[config.mk]
export PLATFORM = sky130hd
export DESIGN_NAME = fetch_unit_flat
export DESIGN_NICKNAME = d
export VERILOG_FILES = /design/src/rtl/fetch_unit_if.sv /design/src/rtl/fetch_unit.sv /design/src/flat_wrapper.sv
export SDC_FILE = /design/constraint.sdc
export NUM_CORES = 1
export LEC_CHECK = 0
export CAP_MARGIN = 0
export CORE_MARGIN = 5
export CORE_UTILIZATION = 36
export CTS_CLUSTER_SIZE = 12
export DETAILED_ROUTE_END_ITERATION = 12
export HOLD_SLACK_MARGIN = 0.06
export SYNTH_ARGS = -nofsm -noshare
export SYNTH_HDL_FRONTEND = slang
export SYNTH_SLANG_ARGS = --single-unit
[constraint.sdc]
create_clock -name Clk -period 17.5 [get_ports Clk]
set_input_delay 3.5 -clock Clk [delete_from_list [all_inputs] [get_ports Clk]]
set_output_delay 3.5 -clock Clk [all_outputs]
set_load 0.1 [all_outputs]
[src/rtl/fetch_unit_if.sv]
// ---------------------------------------------------------------------------
// fetch_unit_if
// Bundles every non-clock/non-reset signal of the X9 fetch stage.
//
// Signal summary
//   Start        core -> fetch  level run request
//   prog_end     core -> fetch  address of the last program instruction
//   instr_addr   fetch -> imem  instruction-memory address (= PC)
//   instr_data   imem -> fetch  read data, combinational from instr_addr
//   instr_out    fetch -> dec   instr_data while running, else 0
//   opcode       fetch -> dec   instr_out[IW-1:IW-5]
//   BranchInst   dec -> fetch   current instruction is a branch
//   BranchTaken  alu -> fetch   branch condition already resolved
//   lut_we       cfg -> fetch   branch-target table write enable
//   lut_waddr    cfg -> fetch   table write index
//   lut_wdata    cfg -> fetch   table write data (absolute address)
//   Done         fetch -> core  program finished
//   running      fetch -> core  fetch FSM is in RUN
//   retired      fetch -> core  instructions retired since last Start
//
// Modports
//   master : the fetch unit itself (drives the instruction address)
//   slave  : the surrounding core / memory / decoder side
// ---------------------------------------------------------------------------
interface fetch_unit_if #(
  parameter int PCW  = 10,
  parameter int IW   = 9,
  parameter int TIW  = 4,
  parameter int CNTW = 16
);

  logic            Start;
  logic [PCW-1:0]  prog_end;
  logic [PCW-1:0]  instr_addr;
  logic [IW-1:0]   instr_data;
  logic [IW-1:0]   instr_out;
  logic [4:0]      opcode;
  logic            BranchInst;
  logic            BranchTaken;
  logic            lut_we;
  logic [TIW-1:0]  lut_waddr;
  logic [PCW-1:0]  lut_wdata;
  logic            Done;
  logic            running;
  logic [CNTW-1:0] retired;

  modport master (
    input  Start,
    input  prog_end,
    output instr_addr,
    input  instr_data,
    output instr_out,
    output opcode,
    input  BranchInst,
    input  BranchTaken,
    input  lut_we,
    input  lut_waddr,
    input  lut_wdata,
    output Done,
    output running,
    output retired
  );

  modport slave (
    output Start,
    output prog_end,
    input  instr_addr,
    output instr_data,
    input  instr_out,
    input  opcode,
    output BranchInst,
    output BranchTaken,
    output lut_we,
    output lut_waddr,
    output lut_wdata,
    input  Done,
    input  running,
    input  retired
  );

endinterface

[src/rtl/fetch_unit.sv]
// ---------------------------------------------------------------------------
// fetch_unit
// Instruction-fetch stage of the single-cycle X9 core. Owns the program
// counter, the run/halt sequencing, a 2**TIW-entry branch-target table and a
// saturating retired-instruction counter.
//
// Ports
//   Clk    rising-edge clock
//   Reset  asynchronous, active-high reset
//   bus    fetch_unit_if.master (see interface file for the signal list)
//
// FSM
//   state  | meaning
//   IDLE   | waiting for Start; PC forced to 0, retired count held
//   RUN    | one instruction fetched and retired per clock
//   DONE   | last instruction retired; waits for Start to drop
// ---------------------------------------------------------------------------
module fetch_unit #(
  parameter int PCW  = 10,
  parameter int IW   = 9,
  parameter int TIW  = 4,
  parameter int CNTW = 16
) (
  input  logic          Clk,
  input  logic          Reset,
  fetch_unit_if.master  bus
);

  localparam int NTGT = 2 ** TIW;

  typedef enum logic [1:0] {
    S_IDLE = 2'd0,
    S_RUN  = 2'd1,
    S_DONE = 2'd2
  } state_t;

  state_t          state_q, state_d;
  logic [PCW-1:0]  pc_q, pc_d;
  logic [CNTW-1:0] retired_q, retired_d;
  logic [PCW-1:0]  tgt_q [NTGT];

  logic            run_w;
  logic            at_end_w;
  logic            take_br_w;
  logic [TIW-1:0]  br_idx_w;
  logic [PCW-1:0]  br_tgt_w;
  logic [PCW-1:0]  pc_inc_w;
  logic [CNTW-1:0] retired_inc_w;
  logic [IW-1:0]   instr_gated_w;

  // -------------------------------------------------------------------------
  // Datapath helpers
  // -------------------------------------------------------------------------
  assign run_w     = (state_q == S_RUN);
  assign at_end_w  = (pc_q == bus.prog_end);
  assign take_br_w = bus.BranchInst && bus.BranchTaken;
  assign br_idx_w  = bus.instr_data[TIW-1:0];

  // Asynchronous table read: a same-edge write is not yet visible here, so a
  // branch racing a write to its own index naturally uses the old entry.
  assign br_tgt_w  = tgt_q[br_idx_w];

  // PC increment wraps modulo 2**PCW by construction of the width.
  assign pc_inc_w  = pc_q + PCW'(1);

  // Retired count saturates at all-ones instead of rolling over.
  assign retired_inc_w = (&retired_q) ? retired_q : (retired_q + CNTW'(1));

  // -------------------------------------------------------------------------
  // FSM state register and PC / counter registers
  // -------------------------------------------------------------------------
  always_ff @(posedge Clk or posedge Reset) begin
    if (Reset) begin
      state_q   <= S_IDLE;
      pc_q      <= '0;
      retired_q <= '0;
    end else begin
      state_q   <= state_d;
      pc_q      <= pc_d;
      retired_q <= retired_d;
    end
  end

  // -------------------------------------------------------------------------
  // Next-state / next-PC logic
  // -------------------------------------------------------------------------
  always_comb begin
    state_d   = state_q;
    pc_d      = pc_q;
    retired_d = retired_q;

    unique case (state_q)
      S_IDLE: begin
        pc_d = '0;
        if (bus.Start) begin
          state_d   = S_RUN;
          retired_d = '0;
        end
      end

      S_RUN: begin
        retired_d = retired_inc_w;
        if (at_end_w) begin
          // End check has priority over any branch on the last instruction.
          state_d = S_DONE;
        end else if (take_br_w) begin
          pc_d = br_tgt_w;
        end else begin
          pc_d = pc_inc_w;
        end
      end

      S_DONE: begin
        // Start must fall before a new run can be requested.
        if (!bus.Start) begin
          state_d = S_IDLE;
          pc_d    = '0;
        end
      end

      default: begin
        state_d = S_IDLE;
        pc_d    = '0;
      end
    endcase
  end

  // -------------------------------------------------------------------------
  // Branch-target table: synchronous write in any state, cleared by reset
  // -------------------------------------------------------------------------
  always_ff @(posedge Clk or posedge Reset) begin
    if (Reset) begin
      for (int i = 0; i < NTGT; i++) begin
        tgt_q[i] <= '0;
      end
    end else if (bus.lut_we) begin
      tgt_q[bus.lut_waddr] <= bus.lut_wdata;
    end
  end

  // -------------------------------------------------------------------------
  // Outputs
  // -------------------------------------------------------------------------
  // Outside RUN the decoder sees an all-zero word (opcode 00000).
  assign instr_gated_w  = run_w ? bus.instr_data : '0;

  assign bus.instr_addr = pc_q;
  assign bus.instr_out  = instr_gated_w;
  assign bus.opcode     = instr_gated_w[IW-1:IW-5];
  assign bus.Done       = (state_q == S_DONE);
  assign bus.running    = run_w;
  assign bus.retired    = retired_q;

endmodule

[src/flat_wrapper.sv]
// flat-port wrapper written by rule: the top's interface ports become plain ports
module fetch_unit_flat 
#(
  parameter int PCW  = 10,
  parameter int IW   = 9,
  parameter int TIW  = 4,
  parameter int CNTW = 16
)
  (Clk, Reset, bus_Start, bus_prog_end, bus_instr_addr, bus_instr_data, bus_instr_out, bus_opcode, bus_BranchInst, bus_BranchTaken, bus_lut_we, bus_lut_waddr, bus_lut_wdata, bus_Done, bus_running, bus_retired);
  fetch_unit_if #(.PCW(PCW), .IW(IW), .TIW(TIW), .CNTW(CNTW)) bus_i ();
  input  logic Clk;
  input  logic Reset;
  input wire logic [$bits(bus_i.Start)-1:0] bus_Start;
  input wire logic [$bits(bus_i.prog_end)-1:0] bus_prog_end;
  output wire logic [$bits(bus_i.instr_addr)-1:0] bus_instr_addr;
  input wire logic [$bits(bus_i.instr_data)-1:0] bus_instr_data;
  output wire logic [$bits(bus_i.instr_out)-1:0] bus_instr_out;
  output wire logic [$bits(bus_i.opcode)-1:0] bus_opcode;
  input wire logic [$bits(bus_i.BranchInst)-1:0] bus_BranchInst;
  input wire logic [$bits(bus_i.BranchTaken)-1:0] bus_BranchTaken;
  input wire logic [$bits(bus_i.lut_we)-1:0] bus_lut_we;
  input wire logic [$bits(bus_i.lut_waddr)-1:0] bus_lut_waddr;
  input wire logic [$bits(bus_i.lut_wdata)-1:0] bus_lut_wdata;
  output wire logic [$bits(bus_i.Done)-1:0] bus_Done;
  output wire logic [$bits(bus_i.running)-1:0] bus_running;
  output wire logic [$bits(bus_i.retired)-1:0] bus_retired;
  assign bus_i.Start = bus_Start;
  assign bus_i.prog_end = bus_prog_end;
  assign bus_instr_addr = bus_i.instr_addr;
  assign bus_i.instr_data = bus_instr_data;
  assign bus_instr_out = bus_i.instr_out;
  assign bus_opcode = bus_i.opcode;
  assign bus_i.BranchInst = bus_BranchInst;
  assign bus_i.BranchTaken = bus_BranchTaken;
  assign bus_i.lut_we = bus_lut_we;
  assign bus_i.lut_waddr = bus_lut_waddr;
  assign bus_i.lut_wdata = bus_lut_wdata;
  assign bus_Done = bus_i.Done;
  assign bus_running = bus_i.running;
  assign bus_retired = bus_i.retired;
  fetch_unit #(.PCW(PCW), .IW(IW), .TIW(TIW), .CNTW(CNTW)) u_core (.Clk(Clk), .Reset(Reset), .bus(bus_i));
endmodule
### After elaboration in Yosys (flattened, before gate mapping)

Cells that the tools add are included.

* reduce and logical (&&, ||, !) cells: 8
* $lt $le $gt $ge: 3
* $add $sub $neg: 2
* bitwise gates (word level): 2
* multiplexer cells: 18
* equality and inequality tests: 8

Operators with widths (number)
* bitwise mux 160 bit: 1
* 2-to-1 mux 10 bit: 6
* binary-select mux 10 bit (select 4 bit): 1
* demux 10 bit (select 4 bit): 1
* 2-to-1 mux 16 bit: 2
* one-hot mux 16 bit (2 select lines): 1
* one-hot mux 10 bit (2 select lines): 1
* adder 16 x 1 -> 16 bit (second input constant): 1
* AND reduction 16 bit: 1
* adder 10 x 1 -> 10 bit (second input constant): 1
* == test 10 bit: 1
* greater-or-equal comparator 5 bit (second input constant): 2
* inequality test 2 bit (second input constant): 5
* inverter 4 -> 5 bit: 2
* 2-to-1 mux 9 bit: 1
* 2-to-1 mux 2 bit: 3
* one-hot mux 2 bit (3 select lines): 1
* AND reduction 3 bit: 2
* < comparator 5 x 1 -> 1 bit (second input constant): 1
* == test 2 x 1 -> 1 bit (second input constant): 1
* == test 2 bit (second input constant): 1
* logical AND 1 bit: 2
* zero test 2 bit: 1
* AND reduction 2 bit: 1
* nonzero test 2 bit: 1

* output and inout port bits: 42
* word-level logic and storage cells: 60
* input port bits: 39
* register bits after elaboration: 188

### Logic depth before layout (Yosys ltp)

Gate-level depths: netlist of the first run.

* depth after elaboration: 7
* mapped depth: 8
* mapped depth without buffers: 6

### Worst setup path before layout of the first run

OpenSTA, ideal clock, no wires.

* path type: input to output
* start: in bus_instr_data[1]
* end: out bus_instr_out[1]
* path slack: 8.785 ns
* buffers on the path: 2
* required time: 14.000 ns
* stages on the path: 4
* arrival time: 5.215 ns
* cells stage by stage: buf_2 buf_2 inv_1 nor2_1

* cells in the longest elaborated chain, start to end: 1

RTL lines
* start: declaration: line flat_wrapper.sv:16 `input wire logic [$bits(bus_i.instr_data)-1:0] bus_instr_data;`
* 2-to-1 mux 9 bit: line fetch_unit.sv:145 `assign instr_gated_w = run_w ? bus.instr_data : '0;`
* end: declaration: line flat_wrapper.sv:17 `output wire logic [$bits(bus_i.instr_out)-1:0] bus_instr_out;`

Every way passes these cells.

### Worst setup path after layout of the first run

* start: in bus_instr_data[2]
* end: out bus_instr_out[2]

The elaborated chain is that of the path after synthesis.

==> results of run 1 <==
[path summary, 6_finish.rpt]
path	startpoint	depth (start not counted)	to	slack [ns]
min in group asynchronous	Reset	2	u_core.bus.instr_addr[8]$_DFFE_PP0P_	3.68
min	u_core.tgt_q[109]$_DFFE_PP0P_	1	u_core.tgt_q[109]$_DFFE_PP0P_	0.48
min reg2reg	u_core.tgt_q[109]$_DFFE_PP0P_	1	u_core.tgt_q[109]$_DFFE_PP0P_	0.48
max	bus_instr_data[2]	4	bus_instr_out[2]	8.36
max in group asynchronous	Reset	3	u_core.tgt_q[51]$_DFFE_PP0P_	12.43
max reg2reg	u_core.bus.retired[11]$_DFFE_PP0P_	5	u_core.bus.retired[10]$_DFFE_PP0P_	15.48
[registers in the layout, summed over array words and instances, names as in the netlist]
register,count
u_core.tgt_q,160
u_core.bus.retired,16
u_core.bus.instr_addr,10
u_core.state_q,2
[Yosys cell counts (3+ instances only)]
library cell / n / area [sq um]
sky130_fd_sc_hd__buf_4: 6 / 45.0
sky130_fd_sc_hd__o21ai_0: 7 / 35.0
sky130_fd_sc_hd__xor2_1: 12 / 105
sky130_fd_sc_hd__clkbuf_1: 25 / 93.8
sky130_fd_sc_hd__mux2_2: 71 / 800
sky130_fd_sc_hd__or3_1: 7 / 43.8
sky130_fd_sc_hd__a22oi_1: 4 / 30.0
sky130_fd_sc_hd__a211oi_1: 3 / 22.5
sky130_fd_sc_hd__nor2_1: 29 / 109
sky130_fd_sc_hd__a31oi_1: 6 / 37.5
sky130_fd_sc_hd__a2111oi_0: 7 / 61.3
sky130_fd_sc_hd__inv_1: 11 / 41.3
sky130_fd_sc_hd__mux2i_1: 8 / 80.1
sky130_fd_sc_hd__nand4_1: 4 / 25.0
sky130_fd_sc_hd__mux4_1: 5 / 131
sky130_fd_sc_hd__mux2_1: 93 / 1050
sky130_fd_sc_hd__buf_2: 7 / 35.0
sky130_fd_sc_hd__buf_6: 4 / 45.0
sky130_fd_sc_hd__nor2b_1: 9 / 56.3
sky130_fd_sc_hd__nand3b_1: 4 / 30.0
sky130_fd_sc_hd__and2_1: 9 / 56.3
sky130_fd_sc_hd__dfrtp_1: 188 / 4700
sky130_fd_sc_hd__and3_1: 4 / 25.0
sky130_fd_sc_hd__mux4_2: 33 / 743
sky130_fd_sc_hd__nand2b_1: 4 / 25.0
sky130_fd_sc_hd__nand2_1: 26 / 97.6
sky130_fd_sc_hd__nand3_1: 21 / 105
sky130_fd_sc_hd__a21oi_1: 7 / 35.0
sky130_fd_sc_hd__nor3_1: 3 / 15.0
sky130_fd_sc_hd__xnor2_1: 10 / 87.6
sky130_fd_sc_hd__o211ai_1: 4 / 30.0
sky130_fd_sc_hd__o31ai_1: 3 / 22.5
sky130_fd_sc_hd__o21ai_1: 7 / 35.0
[report_power, final]
group	switching (W)	internal (W)	leakage, nW
combinational	0.000404	0.000213	1.92
clock	0.000183	0.000216	0.290
sequential	0.0000854	0.000547	2.31
[placed cells by master (no fill, tap or decap), drive strengths merged, types with 6 or more instances in the layout]
| cell | count |
|---|---|
| o21ai | 14 |
| clkdlybuf4s50 | 78 |
| inv | 17 |
| a2111oi | 8 |
| nand3 | 21 |
| or3 | 7 |
| nand2 | 26 |
| clkbuf | 17 |
| buf | 17 |
| mux4 | 38 |
| nor2b | 9 |
| and2 | 10 |
| xor2 | 12 |
| xnor2 | 10 |
| mux2 | 164 |
| a31oi | 6 |
| mux2i | 8 |
| a21oi | 7 |
| nor2 | 29 |
| dfrtp | 188 |
[kinds of logic (layout without fill, tap and decap cells)]
group | count (synthesis) | after routing | synth area share, %
XOR/XNOR | 22 | 22 | 2.11
buffers and inverters | 53 | 137 | 2.85
adder cells (fa/ha/maj) | 2 | 2 | 0.274
multiplexers | 210 | 210 | 30.7
AO/OA/AOI/OAI | 66 | 66 | 5.24
AND/OR/NAND/NOR | 129 | 129 | 7.19
flip-flops | 188 | 188 | 51.6
[critical path: cells and delay by family]
family	cells	cell delay (ns)
buffers and inverters	3	1.94
AND/OR/NAND/NOR	1	0.18
[cell type report]
| type | instances | area (sq um) |
|---|---|---|
| Clock buffer | 17 | 425 |
| Fill cell | 2268 | 14200 |
| Inverter | 11 | 48.8 |
| Clock inverter | 14 | 179 |
| Multi-Input combinational cell | 429 | 4150 |
| Tap cell | 330 | 413 |
| Timing Repair Buffer | 95 | 903 |
| Sequential cell | 188 | 4700 |
[metrics by stage]
step / total power (W) / setup WS [ns] / instance area, sq um / util (%) / hold WS (ns)
4_1_cts: 0.00166 / 8.37 / 10800 / 43.2 / 0.485
3_5_place_dp: 0.00126 / 8.38 / 10200 / 40.8 / 0.469
2_1_floorplan: 0.00110 / 8.79 / 9120 / - / 0.449
5_1_grt: 0.00173 / 8.29 / 10800 / 43.2 / 0.494
6_report: 0.00165 / 8.36 / 10800 / 43.2 / 0.482
3_3_place_gp: 0.00125 / 8.38 / 10200 / 40.8 / 0.459
[layer usage]
layer / routed length [um] / GRT usage [%] / share of wire, % / vias to the layer above
met5: 0 / 0 / 0 / -
li1: - / - / - / 2629
met4: 97 / 3.05 / 0.45 / 0
met3: 1060 / 2.94 / 4.9 / 8
met2: 9690 / 23.5 / 45 / 137
met1: 10700 / 23.1 / 50 / 3024
==> impl_summary.md, run 1 <==
Global routing
The initial antenna violation count is 0. The first global-routing pass estimated 34.4 mm of wire. Entering global routing, the biggest net connects 126 pins. The via count of the first global-routing pass is 5,847. The leftover overflow at the end of global routing is 0. The global routing usage summed across all routing layers is ~15%.

Clock network
The number of clock sinks is 188. The number of setup buffers added after CTS is 0. The TritonCTS clock tree is done. In this run the clock root is driven by a sky130_fd_sc_hd__clkbuf_16. The number of buffers inserted during clock tree synthesis is 17. The clock tree synthesis step divided the H-tree into 4 levels.

The total of cells resized after clock tree synthesis is 0. The clock latency on the worst-skew pair is 0.44 ns. The maximum number of buffers from clock root to sink is 2. After clock tree synthesis, the clock-pin slew on the worst setup and hold paths is roughly 0.070 ns. For this design, the CTS-stage hold fixing added 0 buffers.

Drt
Across all layers, the routed design uses roughly 5,800 vias. The total wire length after detailed routing is around 22 mm. After detailed routing, the number of remaining DRC violations is 0. The first routing iteration left 378 violations. The post-detailed-route wirelength per cell is 19.9 um.

Using the TritonRoute via totals, the vias-per-cell ratio works out to approximately 5.3. The first detailed-routing pass ran for 4 iterations. The count of antenna-violating nets left after detailed routing is 0.

Logic synthesis
The number of nets handed over by synthesis was around 700. The most used flip-flop cell after synthesis is sky130_fd_sc_hd__dfrtp_1. The synthesized design contains approximately 190 register bits. The post-synthesis instance total is 670.

A synthesized cell averages about 14 sq um. The synthesized netlist contains 55 unique library cells. The synthesized cell area is 9120 sq um. The post-synthesis sequential area ratio is 51.6%. Yosys printed 0 warnings. The share of flip-flops with an asynchronous set or reset is 100%. The number of flops mapped to enable cells by yosys is 0.

Setup path
STA classifies the critical path endpoint as an output port. The worst setup path is launched from an input port. The most frequent cell on the critical path is sky130_fd_sc_hd__clkdlybuf4s50_1. The slowest stage of the critical path belongs to the cell sky130_fd_sc_hd__clkdlybuf4s50_1.

The endpoint required time on the critical path is 14.00 ns. STA puts the critical path data arrival time at 5.64 ns. The start-to-end type of the worst setup path is in -> out. The critical path goes through clkdlybuf4s50_1 -> buf_4 -> and2_1 -> clkdlybuf4s50_1. The worst-path maximum fanout is 24. In this design, the stage delay of the slowest critical-path cell is ~1.2 ns.

Finish
Once layout is complete, the cells apart from fillers number ~1,100. The final layout contains 783 nets. The signed area change from the synthesized netlist to the final layout is 18.7%. The fraction of layout instances using a drive strength above 1 is about a fifth.

The number of antenna diodes in the final layout is 0.

Placement
The count of input and output buffers is 80. After detailed placement, the design holds a cell count of between 1,000 and 1,500. The global placement routability congestion is about 0.78. After legalization and detailed placement, the total HPWL measured ~14 mm.

Floorplan
The die area is 28,600 sq um. In this run the standard cell core region covers roughly 25,000 sq um. The effective utilization at floorplan is a little over a third.

After floorplanning, the core was divided into between 50 and 60 placement rows. The total I/O pin count is 81. From left edge to right edge, the die measures about 170 um. In this run the vertical extent of the chip is roughly 170 um.

Pwr
The analysis attributes to cell leakage a power of between 4 and 5 nW. The peak ir drop on the vdd network is between 100 and 150 uV. Power spread over the standard cell area amounts to 152 nW/um^2.

STA
Setup repair after global routing left no endpoint under its margin. The worst clock skew is roughly 0.019 ns. In the final timing run, aggregate negative setup slack is 0 ns. The number of hold violations in the final report came to 0. The maximum clock rate is approximately 110 MHz.

For the pin with the worst max-slew slack, the measured transition is around 1.2 ns. The number of max-slew violations in the final report was 0. The final number of setup-violating endpoints is 0. The clock period minus final worst setup slack is between 9 and 10 ns.

Headroom to the max-slew limit came out at approximately a fifth. After layout, the worst path uses ~52% of the clock period.

Status
The run finished with clean final reports.

Hold path
In this run the worst hold path is classified as reg -> reg.

Job
Max-cap violations in this run came to 0.
(Power assumes the default switching activity.)
==> run 2: changes to the inputs <==
- clock period: 17.5 -> 8.1 ns (I/O delays scaled with it)
==> impl_summary.md, run 2 (same netlist as run 1, synthesis figures left out) <==
Status
The run finished with clean final reports.

Floorplan
The effective utilization at floorplan came to 36.4% (unchanged). The die area is 28,600 sq um (unchanged). The cell row count is 58 (unchanged). The total I/O pin count is 81 (unchanged). The horizontal die dimension came to 169 um (unchanged). The vertical die dimension is 169 um (unchanged). The floorplan core area came to 25,000 sq um (unchanged).

Clock network
The number of clock sinks came to 188 (unchanged). TritonCTS built the clock tree. The maximum number of buffers from clock root to sink is 2 (unchanged). The number of buffers inserted during clock tree synthesis came to 17 (unchanged). The clock edge transition at the registers on the reported setup and hold paths came to 0.07 ns (about the same). The clock latency on the worst-skew pair is 0.44 ns (about the same). The number of buffers inserted to repair setup after CTS came to 0 (unchanged). The buffer cell driving the clock tree root is sky130_fd_sc_hd__clkbuf_16. The cts-stage hold buffer count came to 0 (unchanged).

The total of cells resized after clock tree synthesis is 0 (unchanged). The depth of the CTS H-tree was 4 (unchanged).

STA
The maximum clock rate is 187 MHz. The smallest hold slack came to 0.480 ns (-0.00220 ns). The worst clock skew came to 0.0162 ns (-0.00247 ns). The final number of setup-violating endpoints is 0 (unchanged). The post-route worst setup slack is 2.74 ns (-5.62 ns). The clock period minus final worst setup slack is around 5.4 ns. The number of max-slew violations in the final report is 0 (unchanged). The sum of negative setup slack was 0 ns (unchanged). Setup repair after global routing left no endpoint under its margin. In the finished design, the share of the clock period the worst path needs comes to 66.2%. The number of hold violations in the final report is 0 (unchanged). The worst slew margin relative to its limit came to 18.7% (-2.2 points). The slew at the pin with the worst max-slew slack is 1.22 ns (+0.0335 ns).

Finish
The number of nets in the finished design came to 780 (-0.38%). Leaving out fill and tap cells, the most frequent cell in the layout is sky130_fd_sc_hd__dfrtp_1. Compared with the post-synthesis result, the final layout area differs by 18.2%.

The diode insertion count for antenna repair is 0 (unchanged). The top cell types in the final layout, fill and taps aside, are 188 x sky130_fd_sc_hd__dfrtp_1, 93 x sky130_fd_sc_hd__mux2_1, 78 x sky130_fd_sc_hd__clkdlybuf4s50_1. The number of flip-flops in the largest register is 160 (unchanged).

The largest register by flop count is u_core.tgt_q. The number of standard cells in the final layout excluding fillers came to 1,082 (-0.18%). The fraction of layout instances using a drive strength above 1 came to 20.6% (-0.34 points).

Setup path
The buffering stage count on the worst path with inverters included is 3 (unchanged). The endpoint required time on the critical path is 6.48 ns (-7.52 ns). The flop-to-flop setup slack came to 6.08 ns (-9.40 ns). The most frequent cell on the critical path is sky130_fd_sc_hd__clkdlybuf4s50_1. The critical path in this run is classified as in -> out.

The depth of the critical timing path with buffers and inverters included is 4 (unchanged). Traced cell by cell, the critical path runs through clkdlybuf4s50_1 -> buf_4 -> and2_1 -> clkdlybuf4s50_1. The length in cells of the worst reg-to-reg path is 7 (+2).

The worst setup path is captured at an output port. The endpoint identified for the worst register-to-register timing path is u_core.bus.retired[13]$_DFFE_PP0P_. The worst-path maximum fanout is 24 (unchanged). STA classifies the critical path startpoint as an input port. Among cell families on the critical path, the largest total delay comes from buffers and inverters. The cell with the biggest individual delay on the critical path is sky130_fd_sc_hd__clkdlybuf4s50_1. The signal arrival time at the worst endpoint is 3.74 ns (-1.90 ns). The startpoint identified for the worst register-to-register timing path is u_core.bus.retired[1]$_DFFE_PP0P_. The highest cell delay on the worst timing path is 1.14 ns (-0.03 ns).

Pwr
The power density normalized to cell area is 326 nW/um^2 (+110%). The post-layout total power came to 0.00351 W (+110%). The peak ir drop on the vdd network came to 367 uV (+160%). The leakage power summed over all cells was 4.49 nW (-0.56%).

Global routing
The global routing usage summed across all routing layers came to 15.4% (+0.044 points). The via count of the first global-routing pass is 5,982 (+2.3%). The maximum number of pins on one net before global-route repair is 114 (-9.5%).

The global-route wire length before repair is 34.5 mm (+0.52%). The leftover overflow at the end of global routing was 0 (unchanged). The initial antenna violation count is 0 (unchanged).

Drt
The via count normalized by instance count is 5.34 (-0.25%). The overall via count from detail_route is 5,773 (-0.43%). The total wire length after detailed routing is 21.5 mm (-0.41%). The count of antenna-violating nets left after detailed routing was 0 (unchanged). The starting DRC count in detailed routing is 416 (+10%). The remaining routing DRC violations is 0 (unchanged). The detailed-routing iteration count for the pre-antenna-repair pass is 5 (+1). The post-detailed-route wirelength per cell is 19.8 um (-0.22%).

Placement
The post-placement worst setup slack is 2.75 ns (-5.62 ns). The cell count after placement is 1,050 (-0.28%). The detailed placer's ending HPWL is 14.0 mm (+0.30%). The count of input and output buffers is 80 (unchanged). The global placement routability congestion is 0.785 (+1.1%).

Hold path
The endpoint of the worst hold-timing path is u_core.tgt_q[109]$_DFFE_PP0P_. The class of the worst hold path is reg -> reg. The startpoint of the tightest hold check path is u_core.tgt_q[109]$_DFFE_PP0P_. The number of cells on the worst hold path is 1 (unchanged).

Job
The number of maximum-capacitance constraint violations was 0 (unchanged).
==> run 2: cell types whose count changed in the layout (fill, tap and decap cells not counted) <==
cell / previous run / this run
sky130_fd_sc_hd__bufinv_16: 2 / 0
sky130_fd_sc_hd__buf_4: 15 / 12
sky130_fd_sc_hd__clkbuf_1: 0 / 1
sky130_fd_sc_hd__clkbuf_8: 0 / 1
sky130_fd_sc_hd__clkinv_4: 1 / 5
sky130_fd_sc_hd__clkinv_8: 2 / 3
sky130_fd_sc_hd__clkinvlp_4: 2 / 0
sky130_fd_sc_hd__inv_8: 3 / 1
==> run 2: worst max path at each step <==
stage / slack [ns] / start / endpoint
after global placement: 2.74 / bus_instr_data[2] / bus_instr_out[2]
after global routing: 2.67 / bus_instr_data[2] / bus_instr_out[2]
after floorplan: 1.37 / Reset / u_core.bus.instr_addr[0]$_DFFE_PP0P_
after detailed placement: 2.75 / bus_instr_data[2] / bus_instr_out[2]
after CTS: 2.75 / bus_instr_data[2] / bus_instr_out[2]
final: 2.74 / bus_instr_data[2] / bus_instr_out[2]
==> run 2: cell type report <==
cell class | instances | area [sq um]
inverter | 11 | 48.8
clock buffer | 19 | 443
tap | 330 | 413
fill | 2335 | 14300
clock inverter | 13 | 133
multi-input combinational | 429 | 4150
timing repair buffer | 92 | 881
sequential | 188 | 4700
==> run 2: metrics by stage <==
stage,cell area [sq um],util (%)
floorplan,9120,-
global placement,10200,40.7
detailed placement,10200,40.7
CTS,10800,43.0
global route,10800,43.0
finish,10800,43.0
==> run 2: report_power, final <==
part           internal (W)  total (W)  switching, W
sequential          0.00118    0.00137      0.000183
clock              0.000415   0.000813      0.000399
combinational      0.000459    0.00133      0.000872
total               0.00206    0.00351       0.00145
==> run 2: metal layers <==
layer	vias up	share of wire, %	global-route usage [%]
li1	2619	-	-
met1	2991	47	22.2
met2	143	46	23.9
met3	20	6.5	3.61
met4	0	1.0	3.64
met5	-	0	0
